$ cat config.mk
export PLATFORM = sky130hd
export DESIGN_NAME = sync_fifo_prog_flat
export DESIGN_NICKNAME = d
export VERILOG_FILES = /design/src/rtl/sync_fifo_prog_if.sv /design/src/rtl/sync_fifo_prog.sv /design/src/flat_wrapper.sv
export SDC_FILE = /design/constraint.sdc
export NUM_CORES = 1
export LEC_CHECK = 0
export BUFFER_PORTS_ARGS = -buffer_cell sky130_fd_sc_hd__clkbuf_2
export CORE_UTILIZATION = 54
export DETAILED_ROUTE_END_ITERATION = 12
export HOLD_SLACK_MARGIN = 0.02
export PLACE_DENSITY_LB_ADDON = 0.05
export SETUP_SLACK_MARGIN = 0.15
export SYNTH_ARGS = -nofsm -noshare
export SYNTH_HDL_FRONTEND = slang
export SYNTH_SLANG_ARGS = --single-unit
$ cat constraint.sdc
create_clock -name clk -period 3.35 [get_ports clk]
set_clock_uncertainty 0.15 [all_clocks]
set_input_delay 0.67 -clock clk [delete_from_list [all_inputs] [get_ports clk]]
set_output_delay 0.67 -clock clk [all_outputs]
set_load 0.01 [all_outputs]
$ cat src/rtl/sync_fifo_prog_if.sv
// Handshake bundle for sync_fifo_prog: write/read requests, read data and
// every status output. The FIFO sits on the slave side and the producer/consumer
// logic sits on the master side.
interface sync_fifo_prog_if #(
  parameter int FIFO_WIDTH = 8,
  parameter int FIFO_DEPTH = 16
);
  localparam int AW = $clog2(FIFO_DEPTH);

  logic [FIFO_WIDTH-1:0] iv_din;
  logic                  i_wr;
  logic                  i_rd;
  logic [FIFO_WIDTH-1:0] ov_dout;
  logic                  o_valid;
  logic                  o_full;
  logic                  o_half_full;
  logic                  o_prog_full;
  logic                  o_empty;
  logic                  o_prog_empty;
  logic [AW:0]           ov_count;
  logic                  o_overflow;
  logic                  o_underflow;

  modport master (
    output iv_din, i_wr, i_rd,
    input  ov_dout, o_valid, o_full, o_half_full, o_prog_full,
           o_empty, o_prog_empty, ov_count, o_overflow, o_underflow
  );

  modport slave (
    input  iv_din, i_wr, i_rd,
    output ov_dout, o_valid, o_full, o_half_full, o_prog_full,
           o_empty, o_prog_empty, ov_count, o_overflow, o_underflow
  );
endinterface

$ cat src/rtl/sync_fifo_prog.sv
// Single-clock FIFO on distributed memory with programmable full/empty
// thresholds, live occupancy, one-cycle overflow/underflow pulses and a
// compile-time choice of standard or first-word-fall-through reads.
// All status flags are decoded from the registered count only.
module sync_fifo_prog #(
  parameter int FIFO_WIDTH        = 8,
  parameter int FIFO_DEPTH        = 16,
  parameter int FWFT              = 0,
  parameter int PROG_FULL_THRESH  = 12,
  parameter int PROG_EMPTY_THRESH = 2
) (
  input  logic               clk,
  input  logic               reset,
  sync_fifo_prog_if.slave    fifo
);
  localparam int AW = $clog2(FIFO_DEPTH);

  localparam logic [AW:0]   DEPTH_C  = (AW+1)'(FIFO_DEPTH);
  localparam logic [AW:0]   HALF_C   = (AW+1)'(FIFO_DEPTH / 2);
  localparam logic [AW:0]   PFULL_C  = (AW+1)'(PROG_FULL_THRESH);
  localparam logic [AW:0]   PEMPTY_C = (AW+1)'(PROG_EMPTY_THRESH);
  localparam logic [AW:0]   CNT_ONE  = (AW+1)'(1);
  localparam logic [AW-1:0] PTR_ONE  = AW'(1);

  logic [FIFO_WIDTH-1:0] mem [FIFO_DEPTH];
  logic [AW-1:0]         wr_ptr;
  logic [AW-1:0]         rd_ptr;
  logic [AW:0]           count;
  logic                  full;
  logic                  empty;
  logic                  wr_acc;
  logic                  rd_acc;
  logic                  overflow;
  logic                  underflow;

  // Acceptance depends only on registered occupancy, so a read cannot free
  // space for a write in the same cycle (and vice versa).
  assign full   = (count == DEPTH_C);
  assign empty  = (count == '0);
  assign wr_acc = fifo.i_wr && !full;
  assign rd_acc = fifo.i_rd && !empty;

  // Storage write; contents are deliberately left uninitialised by reset.
  always_ff @(posedge clk) begin
    if (wr_acc && !reset) begin
      mem[wr_ptr] <= fifo.iv_din;
    end
  end

  // Pointers, occupancy and rejected-request pulses.
  always_ff @(posedge clk) begin
    if (reset) begin
      wr_ptr    <= '0;
      rd_ptr    <= '0;
      count     <= '0;
      overflow  <= 1'b0;
      underflow <= 1'b0;
    end else begin
      if (wr_acc) begin
        wr_ptr <= wr_ptr + PTR_ONE;
      end
      if (rd_acc) begin
        rd_ptr <= rd_ptr + PTR_ONE;
      end
      case ({wr_acc, rd_acc})
        2'b10:   count <= count + CNT_ONE;
        2'b01:   count <= count - CNT_ONE;
        default: count <= count;
      endcase
      overflow  <= fifo.i_wr && full;
      underflow <= fifo.i_rd && empty;
    end
  end

  assign fifo.o_full       = full;
  assign fifo.o_empty      = empty;
  assign fifo.o_half_full  = (count >= HALF_C);
  assign fifo.o_prog_full  = (count >= PFULL_C);
  assign fifo.o_prog_empty = (count <= PEMPTY_C);
  assign fifo.ov_count     = count;
  assign fifo.o_overflow   = overflow;
  assign fifo.o_underflow  = underflow;

  generate
    if (FWFT != 0) begin : g_fwft
      // Head word is shown directly; a read acknowledges and advances it.
      assign fifo.ov_dout = mem[rd_ptr];
      assign fifo.o_valid = !empty;
    end else begin : g_std
      logic [FIFO_WIDTH-1:0] dout_p1;
      logic                  vld_p1;

      // Read stage: data and valid land one cycle after the accepted read.
      always_ff @(posedge clk) begin
        if (reset) begin
          dout_p1 <= '0;
          vld_p1  <= 1'b0;
        end else begin
          vld_p1 <= rd_acc;
          if (rd_acc) begin
            dout_p1 <= mem[rd_ptr];
          end
        end
      end

      assign fifo.ov_dout = dout_p1;
      assign fifo.o_valid = vld_p1;
    end
  endgenerate
endmodule

$ cat src/flat_wrapper.sv
// flat-port wrapper written by rule: the top's interface ports become plain ports
module sync_fifo_prog_flat 
#(
  parameter int FIFO_WIDTH        = 8,
  parameter int FIFO_DEPTH        = 16,
  parameter int FWFT              = 0,
  parameter int PROG_FULL_THRESH  = 12,
  parameter int PROG_EMPTY_THRESH = 2
)
  (clk, reset, fifo_iv_din, fifo_i_wr, fifo_i_rd, fifo_ov_dout, fifo_o_valid, fifo_o_full, fifo_o_half_full, fifo_o_prog_full, fifo_o_empty, fifo_o_prog_empty, fifo_ov_count, fifo_o_overflow, fifo_o_underflow);
  sync_fifo_prog_if #(.FIFO_WIDTH(FIFO_WIDTH), .FIFO_DEPTH(FIFO_DEPTH)) fifo_i ();
  input  logic clk;
  input  logic reset;
  input wire logic [$bits(fifo_i.iv_din)-1:0] fifo_iv_din;
  input wire logic [$bits(fifo_i.i_wr)-1:0] fifo_i_wr;
  input wire logic [$bits(fifo_i.i_rd)-1:0] fifo_i_rd;
  output wire logic [$bits(fifo_i.ov_dout)-1:0] fifo_ov_dout;
  output wire logic [$bits(fifo_i.o_valid)-1:0] fifo_o_valid;
  output wire logic [$bits(fifo_i.o_full)-1:0] fifo_o_full;
  output wire logic [$bits(fifo_i.o_half_full)-1:0] fifo_o_half_full;
  output wire logic [$bits(fifo_i.o_prog_full)-1:0] fifo_o_prog_full;
  output wire logic [$bits(fifo_i.o_empty)-1:0] fifo_o_empty;
  output wire logic [$bits(fifo_i.o_prog_empty)-1:0] fifo_o_prog_empty;
  output wire logic [$bits(fifo_i.ov_count)-1:0] fifo_ov_count;
  output wire logic [$bits(fifo_i.o_overflow)-1:0] fifo_o_overflow;
  output wire logic [$bits(fifo_i.o_underflow)-1:0] fifo_o_underflow;
  assign fifo_i.iv_din = fifo_iv_din;
  assign fifo_i.i_wr = fifo_i_wr;
  assign fifo_i.i_rd = fifo_i_rd;
  assign fifo_ov_dout = fifo_i.ov_dout;
  assign fifo_o_valid = fifo_i.o_valid;
  assign fifo_o_full = fifo_i.o_full;
  assign fifo_o_half_full = fifo_i.o_half_full;
  assign fifo_o_prog_full = fifo_i.o_prog_full;
  assign fifo_o_empty = fifo_i.o_empty;
  assign fifo_o_prog_empty = fifo_i.o_prog_empty;
  assign fifo_ov_count = fifo_i.ov_count;
  assign fifo_o_overflow = fifo_i.o_overflow;
  assign fifo_o_underflow = fifo_i.o_underflow;
  sync_fifo_prog #(.FIFO_WIDTH(FIFO_WIDTH), .FIFO_DEPTH(FIFO_DEPTH), .FWFT(FWFT), .PROG_FULL_THRESH(PROG_FULL_THRESH), .PROG_EMPTY_THRESH(PROG_EMPTY_THRESH)) u_core (.clk(clk), .reset(reset), .fifo(fifo_i));
endmodule
==> key figures, run 1 <==
Pwr
  • Pwr dens: 756.3 mW/mm^2
  • Max VDD drop: slightly below 0.5 mV
  • Clk pwr share: 39.3%
  • Sw Ratio: 25.11%
  • Reg power frac: slightly above 40%
  • Static leakage: ~2.5 nW
  • Int Power: 4.074 mW
  • Psw: 1.366 mW
  • Combinational cell fraction of total power: 19.3%

Timing
  • Fin crit period: 3.044 ns
  • Slew Limit Fails: 0
  • Fin Setup TNS: 0 ns
  • Unrepaired setup endpoints after global routing: no
  • Slew HR: a little over half
  • Final hold violations: 0
  • F_max: around 330 MHz
  • Slew of the pin with the lowest slew margin: 0.7131 ns
  • Setup Viol. Count Final: 0
  • Period utilization: 90.85%

Final layout
  • Final core utilization: 66.07%
  • Nets: 430
  • Ratio of cells with drive above 1 in the final layout: approximately 31%
  • Diode count: 0
  • Layout area overhead: 18.54%

GRT
  • Congestion Overflow GR: 0
  • First-pass GRT wire length: 18.37 mm
  • GRT Total Usage: 22.90%
  • Initial antenna violation count: 0
  • Vias in the first global route: 3229
  • Largest net degree at the start of global routing: 31

Outcome
  • Status: completed

Yosys
  • Count of cell types in the netlist: 39
  • Number of synthesized register bits: 152
  • Avg Inst Size Synth: between 15 and 20 sq um
  • Async set-reset flop share out of synthesis: 0%
  • Register area share after synthesis: 71.26%
  • Syn Inst Count: ~360
  • Synth Cell Area: 0.006068 sq mm
  • Top FF cell, synth: edfxtp_1
  • Ys Warns: 0
  • Synthesized Nets: 377
  • EDFF count, synth: between 100 and 150

Detailed routing
  • Routed Wire Length: 12.02 mm
  • Initial DRT Pass Iterations: 4
  • Initial drt markers: 245
  • Routed Antenna Nets: 0
  • Vias: about 3200
  • Routed len/inst: between 20 and 25 um
  • Vias per std cell: 5.746
  • DRC: 0

Clock network
  • Hold_buf cts: 0
  • CTS tree: built
  • Maximum clock insertion buffer count: 2
  • Worst-Skew Late Latency: approximately 0.53 ns
  • H-tree depth: 4
  • Number of buffers created by CTS: 17
  • Clock Root Buffer: clkbuf_8
  • # clock sinks: between 150 and 200
  • Worst-path clk slew: 0.06 ns

Critical path
  • Buf/Inv on CP: 1
  • Critical setup path kind: flop to flop
  • CP cell instances: nor4_4 -> nand2_2 -> nand2_1 -> inv_2 -> ha_2 -> xor2_1 -> ha_2 -> or4b_4 -> a21oi_2 -> a22oi_1 -> mux2_4
  • Worst-path maximum fanout: 13
  • Data arrival, critical path: 3.31 ns
  • Critical path capture point type: flop
  • Worst Setup Start Kind: flop
  • Critical Path Max Stage Delay: 0.53 ns
  • CP max-delay cell: or4b_4
  • Most used cell along the critical path: ha_2
  • Crit path required time: 3.61 ns
  • Critical path's top delay family: simple AND/OR/NAND/NOR gates

Floorplan
  • Die Footprint: approximately 0.012 sq mm
  • Core Region: 0.01089 sq mm
  • Die H: 108.0 um
  • Initial Utilization: 55.73%
  • Chip width: 108.0 um
  • Row count: 38
  • Top Ports: 33

Placed design
  • Routability cong.: 0.7884
  • Hpwl dp: 7.728 mm
  • PortBufs: 32

Worst hold path
  • HP Class: primary input to flop

Job
  • Max-Cap Viols: 0
[state kept, by name, indices dropped and copies added, names as in the netlist]
signal / flops
u_core.fifo.o_overflow: 1
u_core.fifo.o_underflow: 1
u_core.fifo.o_valid: 1
u_core.fifo.ov_count: 5
u_core.fifo.ov_dout: 8
u_core.mem: 128
u_core.rd_ptr: 4
u_core.wr_ptr: 4
[metal layers]
metal	wire (um)	up-vias	global-route usage, %
met4	208	0	10.18
met5	0	-	0
met2	5914	85	35.71
li1	-	1489	-
met1	5406	1649	31.24
met3	491	18	4.943
[worst paths after layout]
| kind | start | end | slack (ns) | depth (start not counted) |
|---|---|---|---|---|
| worst max-delay path | u_core.fifo.ov_count[1] | u_core.fifo.ov_count[4] | 0.31 | 11 |
| worst min-delay path | fifo_i_wr | u_core.fifo.o_overflow | 0.29 | 3 |
| worst max register to register | u_core.fifo.ov_count[1] | u_core.fifo.ov_count[4] | 0.31 | 11 |
| worst min register to register | u_core.fifo.ov_dout[7] | u_core.fifo.ov_dout[7] | 0.34 | 2 |
[logic make-up (layout without fill, tap and decap cells)]
| family | after synthesis | in the layout | share of synthesized area (%) |
|---|---|---|---|
| and+or+nand+nor | 85 | 85 | 6.743 |
| muxes | 36 | 36 | 12.64 |
| buffers and inverters | 28 | 94 | 2.041 |
| xor gates and xnor gates | 9 | 9 | 1.299 |
| adders and majority gates | 7 | 7 | 1.443 |
| AOI/OAI and AO/OA | 41 | 41 | 4.577 |
| DFF | 152 | 152 | 71.26 |
[tightest hold or removal path, cell delays in order]
cell and delay [ns]:
clkbuf_2 0.09, inv_1 0.08, nor4_1 0.07
[final cells by class]
cell class	instances	area, sq um
Sequential cell	152	4328
Fill cell	747	3695
Multi-Input combinational cell	178	1637
Clock buffer	19	421.7
Timing Repair Buffer	55	357.8
Clock inverter	13	247.7
Tap cell	140	175.2
Inverter	7	26.28
[power by group through the flow]
stage	Clock [mW]	Sequential, mW	Combinational (mW)
after floorplan	0	2.29	0.705
after global placement	0	2.28	1.01
after detailed placement	0	2.29	1.02
after CTS	2.18	2.25	1.03
after global routing	2.25	2.27	1.16
final	2.14	2.25	1.05
[synthesized netlist by cell type (all sizes together), types with 6 or more instances]
library cell	count	share of area (%)
a21boi	8	0.99
a21oi	14	1.2
a22oi	17	2.1
buf	11	0.99
clkbuf	10	0.62
dfxtp	24	7.9
edfxtp	128	63
ha	7	1.4
inv	7	0.43
mux4	32	12
nand2	19	1.2
nor2	38	2.4
nor3	6	0.49
xor2	6	0.87
[cell usage in the layout (no fill, tap or decap), types with 3 or more instances in the layout]
cell type    n
edfxtp_1   128
nor2_1      38
mux4_2      32
clkbuf_2    32
buf_4       21
dfxtp_1     21
nand2_1     18
a22oi_1     17
clkbuf_16   16
a21oi_1     13
a21boi_1     8
bufinv_16    7
nor3_1       6
xor2_1       6
inv_1        5
nand2b_1     5
ha_1         5
xnor2_1      3
nor2b_1      3
dfxtp_2      3
[what timing repair did]
action | 4_1_cts | 5_1_grt
setup endpoints to repair | 0 | 1
gates resized for setup | 0 | 4
setup buffers | 0 | 1
hold endpoints to repair | 0 | 0
[stage by stage]
step	worst slack [ns]	power (mW)	hold WS [ns]	instance area, sq um	instances
2_1_floorplan	0.1551	2.994	0.3317	6081	358
3_3_place_gp	0.2981	3.296	0.3264	6509	531
3_5_place_dp	0.1924	3.316	0.3287	6509	531
4_1_cts	0.1674	5.464	0.2481	7178	563
5_1_grt	0.1644	5.683	0.2830	7193	564
6_report	0.3064	5.440	0.2885	7193	564
Note: power is estimated with default switching activity, not from simulation.
==> inputs of run 2 (changes only) <==
--- a/constraint.sdc
+++ b/constraint.sdc
@@ -3,3 +3,3 @@
 set_input_delay 0.67 -clock clk [delete_from_list [all_inputs] [get_ports clk]]
 set_output_delay 0.67 -clock clk [all_outputs]
-set_load 0.01 [all_outputs]
+set_load 0.1 [all_outputs]
==> run 2 against run 1 <==
Effect of this change:
- design area down 1.1%
- sequential cell count unchanged
- critical path type unchanged
- largest power group unchanged
- total power up 10%
- cell count down 0.18%
- non-clock buffer count down 1
- maximum frequency about the same
- core utilization down 0.72 points
- highest routed layer unchanged
==> key figures, run 2 (synthesis gave the netlist of run 1 again) <==
Outcome
  • Status: completed (unchanged)

GRT
  • Largest net degree at the start of global routing: 35 (was 31)
  • GRT Total Usage: 22.42% (was 22.90%)
  • Vias in the first global route: 3099 (was 3229)
  • First-pass GRT wire length: 17.71 mm (was 18.37 mm)
  • Initial antenna violation count: 0 (unchanged)
  • Congestion Overflow GR: 0 (unchanged)

Clock network
  • Number of buffers created by CTS: 17 (unchanged)
  • Worst-path clk slew: 0.06 ns (about the same)
  • Post-CTS Setup Bufs: 0 (unchanged)
  • CTS tree: built (unchanged)
  • Hold_buf cts: 0 (unchanged)
  • H-tree depth: 4 (unchanged)
  • Worst-Skew Late Latency: 0.54 ns (was 0.53 ns)
  • Maximum clock insertion buffer count: 2 (unchanged)
  • # clock sinks: 152 (unchanged)
  • Clock Root Buffer: clkbuf_8 (unchanged)

Detailed routing
  • Routed Antenna Nets: 0 (unchanged)
  • Routed Wire Length: 11.72 mm (was 12.02 mm)
  • Vias: 3180 (was 3241)
  • DRC: 0 (unchanged)
  • Initial drt markers: 284 (was 245)
  • Vias per std cell: 5.648 (was 5.746)
  • Routed len/inst: 20.82 um (was 21.31 um)
  • Initial DRT Pass Iterations: 4 (unchanged)

Timing
  • Setup Viol. Count Final: 0 (unchanged)
  • Slew Limit Fails: 0 (unchanged)
  • Fin Setup TNS: 0 ns (unchanged)
  • Unrepaired setup endpoints after global routing: no (unchanged)
  • F_max: 328.9 MHz (was 328.6 MHz)
  • Slew of the pin with the lowest slew margin: 0.6001 ns (was 0.7131 ns)
  • Fin crit period: 3.041 ns (was 3.044 ns)
  • Final hold violations: 0 (unchanged)
  • Slew HR: 59.85% (was 52.36%)
  • Period utilization: 90.77% (was 90.85%)

Final layout
  • Layout area overhead: 17.24% (was 18.54%)
  • Largest register by flop count: u_core.mem (unchanged)
  • Most common cell after layout, fill and taps aside: edfxtp_1 (unchanged)
  • Reg area: 0.004344 sq mm (was 0.004328 sq mm)
  • Diode count: 0 (unchanged)
  • Max reg flops: 128 (unchanged)
  • Multi-input gate area: 0.001639 sq mm (was 0.001637 sq mm)
  • Fillers: 760 (was 747)
  • Nets: 429 (was 430)
  • Most frequent cells in the layout: edfxtp_1 (128), nor2_1 (38), mux4_2 (32), clkbuf_2 (32), buf_4 (22) (was edfxtp_1 (128), nor2_1 (38), mux4_2 (32), clkbuf_2 (32))
  • Ratio of cells with drive above 1 in the final layout: 30.02% (was 30.66%)

Critical path
  • CP cell instances: nor4_4 -> nand2_1 -> nand2_1 -> inv_2 -> ha_2 -> xor2_1 -> ha_2 -> or4b_4 -> a21oi_2 -> a22oi_1 -> mux2_4 (was nor4_4 -> nand2_2 -> nand2_1 -> inv_2 -> ha_2 -> xor2_1 -> ha_2 -> or4b_4 -> a21oi_2 -> a22oi_1 -> mux2_4)
  • Worst-path maximum fanout: 13 (unchanged)
  • Worst Setup Start Kind: flop (unchanged)
  • Critical Path Max Stage Delay: 0.53 ns (about the same)
  • Crit path required time: 3.63 ns (was 3.61 ns)
  • Critical path capture point type: flop (unchanged)
  • Data arrival, critical path: 3.32 ns (was 3.31 ns)
  • CP max-delay cell: or4b_4 (unchanged)
  • Critical setup path kind: flop to flop (unchanged)

Floorplan
  • Core Region: 0.01089 sq mm (unchanged)
  • Die Footprint: 0.01167 sq mm (unchanged)
  • Top Ports: 33 (unchanged)
  • Initial Utilization: 55.73% (unchanged)
  • Die H: 108.0 um (unchanged)
  • Chip width: 108.0 um (unchanged)
  • Row count: 38 (unchanged)

Placed design
  • PortBufs: 32 (unchanged)
  • Hpwl dp: 7.454 mm (was 7.728 mm)
  • Routability cong.: 0.8087 (was 0.7884)

Pwr
  • Max VDD drop: 0.8345 mV (was 0.4833 mV)
  • Static leakage: 2.444 nW (was 2.472 nW)
  • Pwr dens: 841.7 mW/mm^2 (was 756.3 mW/mm^2)
  • Total power: 5.988 mW (was 5.440 mW)

Worst hold path
  • HP Class: primary input to flop (unchanged)

Job
  • Max-Cap Viols: 0 (unchanged)
## run 2: cell count changes in the layout (fill, tap and decap cells not counted), sizes merged
cell,change
inv,-1
clkinv,+6
buf,-1
clkinvlp,-3
bufinv,-2
## run 2: final cells by class
type,count,share of cell area [%]
Timing Repair Buffer,54,4.573
Sequential cell,152,61.06
Clock buffer,19,5.927
Tap cell,140,2.462
Inverter,7,0.3693
Multi-Input combinational cell,178,23.04
Clock inverter,13,2.568
## run 2: timing repair
action | CTS | global route
resized for setup | 0 | 1
setup endpoints to repair | 0 | 1
endpoints found under the hold margin | 0 | 0
## run 2: path summary, 6_finish.rpt
| kind | from | end | slack [ns] | depth (start not counted) |
|---|---|---|---|---|
| hold reg to reg | u_core.fifo.ov_dout[6] | u_core.fifo.ov_dout[6] | 0.34 | 2 |
| hold / removal | fifo_i_wr | u_core.fifo.o_overflow | 0.25 | 3 |
| setup reg to reg | u_core.fifo.ov_count[0] | u_core.fifo.ov_count[4] | 0.31 | 11 |
| setup / recovery | u_core.fifo.ov_count[0] | u_core.fifo.ov_count[4] | 0.31 | 11 |
## run 2: stage by stage
step / instances / hold WS (ns) / cell area [sq um] / util, % / setup WS, ns
floorplan: 358 / 0.3317 / 6106 / - / 0.1514
CTS: 563 / 0.2257 / 7112 / 65.32 / 0.2342
finish: 563 / 0.2487 / 7114 / 65.34 / 0.3093
detailed placement: 531 / 0.3237 / 6507 / 59.77 / 0.2346
global route: 563 / 0.2511 / 7114 / 65.34 / 0.1739
global placement: 531 / 0.3168 / 6507 / 59.77 / 0.3140
## run 2: critical path: cells and delay by family (launching register included)
kind / cells / cell delay (ns)
simple gates: 4 / 1.13
fa+ha+maj: 2 / 0.47
flops: 1 / 0.37
mux: 1 / 0.30
compound gates: 2 / 0.24
xor+xnor: 1 / 0.16
buf+inv: 1 / 0.11
## run 2: per-layer routing
metal  global-route usage (%)  up-vias  routed length (um)
li1                         -     1492                   -
met1                    31.75     1578                5254
met2                    33.08       91                5467
met3                    5.485       19                 775
met4                    10.27        0                 225
met5                        0        -                   0
## run 2: report_power, final
group	switching (mW)	total [mW]	internal [mW]
combinational	1.29	1.75	0.465
sequential	0.111	2.28	2.17
clock	0.694	1.96	1.27
total	2.09	5.99	3.90
